## src/rtl/mod_counter.sv

```systemverilog
// Modulo up/down counter with prescaler, sync clear/load, terminal-count and compare flags.
// Define MOD_COUNTER_SAT_EN to build the saturating variant (holds at the bounds instead of wrapping).
module mod_counter #(
  parameter int WIDTH    = 8,
  parameter int MAX      = 255,
  parameter int PRESCALE = 1
) (
  input  logic             clk,
  input  logic             rst,
  input  logic             en,
  input  logic             up,
  input  logic             clr,
  input  logic             load,
  input  logic [WIDTH-1:0] load_val,
  input  logic [WIDTH-1:0] cmp_val,
  output logic [WIDTH-1:0] count,
  output logic             tc,
  output logic             match,
  output logic             at_zero,
  output logic             at_max
);

  localparam int             PW       = (PRESCALE > 1) ? $clog2(PRESCALE) : 1;
  localparam logic [WIDTH-1:0] MAX_V  = WIDTH'(MAX);
  localparam logic [PW-1:0]    PRE_LAST = PW'(PRESCALE - 1);

  logic [WIDTH-1:0] count_q, count_d;
  logic [PW-1:0]    pre_q, pre_d;
  logic             tc_q, tc_d;
  logic             tick;
  logic             hit_max, hit_zero;

  assign tick     = en & (pre_q == PRE_LAST);
  assign hit_max  = (count_q == MAX_V);
  assign hit_zero = (count_q == '0);

  always_comb begin
    count_d = count_q;
    pre_d   = pre_q;
    tc_d    = 1'b0;
    if (clr) begin
      count_d = '0;
      pre_d   = '0;
    end else if (load) begin
      count_d = (load_val > MAX_V) ? MAX_V : load_val;
      pre_d   = '0;
    end else if (tick) begin
      pre_d = '0;
      if (up) begin
        if (hit_max) begin
          tc_d = 1'b1;
`ifdef MOD_COUNTER_SAT_EN
          count_d = MAX_V;
`else
          count_d = '0;
`endif
        end else begin
          count_d = count_q + WIDTH'(1);
        end
      end else begin
        if (hit_zero) begin
          tc_d = 1'b1;
`ifdef MOD_COUNTER_SAT_EN
          count_d = '0;
`else
          count_d = MAX_V;
`endif
        end else begin
          count_d = count_q - WIDTH'(1);
        end
      end
    end else if (en) begin
      pre_d = pre_q + PW'(1);
    end
  end

  always_ff @(posedge clk) begin
    if (rst) begin
      count_q <= '0;
      pre_q   <= '0;
      tc_q    <= 1'b0;
    end else begin
      count_q <= count_d;
      pre_q   <= pre_d;
      tc_q    <= tc_d;
    end
  end

  assign count   = count_q;
  assign tc      = tc_q;
  assign match   = (count_q == cmp_val);
  assign at_zero = hit_zero;
  assign at_max  = hit_max;

endmodule

```

## config.mk

```make
export PLATFORM = sky130hd
export DESIGN_NAME = mod_counter
export DESIGN_NICKNAME = d
export VERILOG_FILES = /design/src/rtl/mod_counter.sv
export SDC_FILE = /design/constraint.sdc
export NUM_CORES = 1
export LEC_CHECK = 0
export ABC_AREA = 1
export CAP_MARGIN = 20
export CORE_MARGIN = 1
export CORE_UTILIZATION = 48
export CTS_CLUSTER_SIZE = 20
export DETAILED_ROUTE_END_ITERATION = 8
export PLACE_DENSITY = 0.84
export REMOVE_ABC_BUFFERS = 1
export SLEW_MARGIN = 20
export SYNTH_ARGS = -nofsm -noshare
export SYNTH_HDL_FRONTEND = slang
export SYNTH_SLANG_ARGS = --single-unit
```

## constraint.sdc

```tcl
create_clock -name clk -period 4.46 [get_ports clk]
set_input_delay 0.892 -clock clk [delete_from_list [all_inputs] [get_ports clk]]
set_output_delay 0.892 -clock clk [all_outputs]
set_load 0.005 [all_outputs]
```

* Word-level counts from Yosys, hierarchy flattened
Index checks and enable logic that the tools add are counted.
Cells by class: add/subtract/negate cells 3, $lt $le $gt $ge 1, equal/unequal tests 2, muxes and demuxes 9, bitwise gates (word level) 3, reductions and logical operators 5
Operators with widths (number):
- 2-to-1 mux 8 bit | 6
- adder 8 x 1 -> 8 bit, second input constant | 1
- == test 8 bit | 1
- == test 8 bit, second input constant | 1
- > comparator 8 bit, second input constant | 1
- zero test 8 bit | 1
- OR reduction 4 bit | 2
- subtractor 8 x 1 -> 8 bit, second input constant | 1
- 2-to-1 mux 1 bit | 3
- inverter 1 bit | 2
- nonzero test 2 bit | 1
- OR reduction 2 bit | 1
- adder 1 bit, second input constant | 1
- bitwise AND 1 bit | 1
Word-level totals: register bits after elaboration 10, input port bits 22, output and inout bits 12, word-level logic and storage cells 26

* Longest topological paths before layout
depth in word-level cells 5, mapped depth 12, mapped depth without buffers 12

* Worst setup path before layout
Ideal clock, no wire load.
path type input -> output, start point in cmp_val[4], end point out match, arrival 1.228 ns, required time 3.568 ns, setup slack 2.340 ns, cell stages on the path 3, buffers on the path 0, cell sequence xnor2_1 nand4_1 nor2_1
Between the ends: word-level cells in the longest chain between the ends 1
Ends and longest elaborated chain:
- from (decl) | RTL line 15 | input logic [WIDTH-1:0] cmp_val,
- == test 8 bit | RTL line 91 | assign match = (count_q == cmp_val);
- to (decl) | RTL line 18 | output logic match,
No other way between the ends.

* Final worst setup path
start point in cmp_val[0], end point out match
The elaborated chain is that of the path after synthesis.

==> out/results.tsv <==
metric	value	unit
outcome	completed	
final_area	1340	sq um
ant_nets	0	
cts_tree	done	
root_buffer	clkbuf_4	
finalMaxSlewViolations	0	
cts_buffer_depth	2	
numCtsBuffers	3	
start_kind	primary input	
synth_area_per_cell	6.26	sq um
path_max_fanout	1	
synth_most_common_cell	nand2_1	
grt_max_degree	12	
ir_drop	0.163	mV
crit_required	3.57	ns
synth.area.top_cells	dfxtp_1 20%, nand2_1 12%, xnor2_1 7.9%, nor2_1 7.5%, nand3_1 6.5%	
cp-end-kind	output pin	
layout-drive-gt1-share	0.110	
antenna_cells	0	
ys_warn_count	0	
synth_common_cells	33 x nand2_1, 20 x nor2_1, 16 x inv_1	
p_total	0.275	mW
drt-initial-drc-count	49	
p_leak	0.587	nW
grt_pass1_wl	3.91	mm
cp-startpoint	cmp_val[0]	
core	1960	sq um
period_needed	3.12	ns
ys_async_sr_fraction	0	
rsz0062_at_grt	no	
finalWirelength	2.75	mm
postSynthCellCount	160	
overflow	0	
cap_violations	0	
hold_violations	0	
start_util	0.510	
finalCritPeriodShare	0.699	
vias	1165	
slew_headroom	0.723	
min_path_type	flip-flop to flip-flop	
synth_cell_types	28	
ctsHoldBuffers	0	
netlist_area	1000	sq um
vias_per_cell	5.34	
post_cts_buffers	0	
synth-main-ff-cell	dfxtp_1	
firstDrtPassIters	4	
die_w	47.7	um
crit_arrival	2.23	ns
io_pins	34	
io_buffers	33	
die_h	47.7	um
ys_ff_latch	10	
antenna_found_initial	0	
min_from	pre_q$_SDFFE_PP0P_	
finClkSkew	0.00131	ns
r2r-start	count[0]$_SDFFE_PP0P_	
syn2layout_area_growth	33.7	%
tns	0	ns
nets	218	
yosysSeqAreaShare	0.200	
clock-sinks	10	
power.density	205	nW/um^2
worst_pin_slew	0.414	ns
fmax	0.321	GHz
drc_errors	0	
gr-usage-all-layers	0.246	
ctsResizeCount	0	
dpl.hpwl	2.12	mm
htree_levels	1	
timing_worst_setup_path_type	primary input to output pin	
grt_pass1_vias	923	
wl_per_cell	12.6	um
place_congestion	0.893	
place_area	1320	sq um
reg2regPathDepth	12	
clk_latency	0.27	ns
nFillCells	184	
yosysTopAreaCellShare	0.200	
die_area	2270	sq um
path_clk_slew	0.07	ns
num_rows	16	
synth_area_leader_cell	dfxtp_1	
setup_viol	0	
synth_edf_count	0	
whs_path_depth	2	
worst max-delay path, stage by stage:
cell             delay [ns]
clkdlybuf4s50_1        0.47
xnor2_1                0.13
nand4_1                0.12
nor2_1                 0.11
clkdlybuf4s50_1        0.50
placed cells by master, fill, tap and decap left out, drive strengths merged, types with 4 or more instances in the layout:
cell type	Yosys	routed
clkdlybuf4s50	0	33
nand4	4	4
o21ai	10	10
dfxtp	10	10
xnor2	9	9
inv	22	22
nand2	38	38
nand3	14	14
a21oi	11	11
nor2	22	22
layer usage:
layer	track usage	vias up	routed length (um)
met5	0	-	0
met4	0.139	0	57
met3	0.0377	7	223
met2	0.414	64	1330
met1	0.299	516	1130
li1	-	578	-
path summary, 6_finish.rpt:
path              slack, ns                    end
setup / recovery       1.34                  match
hold / removal         0.45     pre_q$_SDFFE_PP0P_
setup reg to reg       2.74  count[6]$_SDFFE_PP0P_
hold reg to reg        0.45     pre_q$_SDFFE_PP0P_
report_power, final:
| group | total, mW | switching, mW | internal (mW) |
|---|---|---|---|
| sequential | 0.104 | 0.0107 | 0.0934 |
| combinational | 0.105 | 0.0509 | 0.0538 |
| clock | 0.0662 | 0.0349 | 0.0313 |
layout make-up:
| class | count | area, sq um | area share |
|---|---|---|---|
| multi-input combinational | 122 | 664 | 0.496 |
| timing repair buffer | 33 | 330 | 0.247 |
| sequential | 10 | 200 | 0.150 |
| inverter | 23 | 87.6 | 0.0654 |
| tap | 27 | 33.8 | 0.0252 |
| clock buffer | 3 | 22.5 | 0.0168 |
stage by stage:
stage,utilization,hold WS (ns),instances,worst slack (ns)
floorplan,-,0.421,155,2.34
global placement,0.671,0.428,215,1.39
detailed placement,0.671,0.442,215,1.34
CTS,0.682,0.452,218,1.33
global route,0.682,0.472,218,1.24
finish,0.682,0.449,218,1.34
state kept, by name (all words and copies together), names as in the netlist:
register / flops
count: 8
pre_q: 1
tc: 1
kinds of logic after synthesis:
logic type | Yosys count | share of synthesized area
AO/OA/AOI/OAI | 25 | 0.135
XOR/XNOR | 12 | 0.105
adder cells (fa/ha/maj) | 3 | 0.0375
buffers and inverters | 28 | 0.136
flip-flops | 10 | 0.200
AND/OR/NAND/NOR | 82 | 0.386
(Power assumes the default switching activity.)
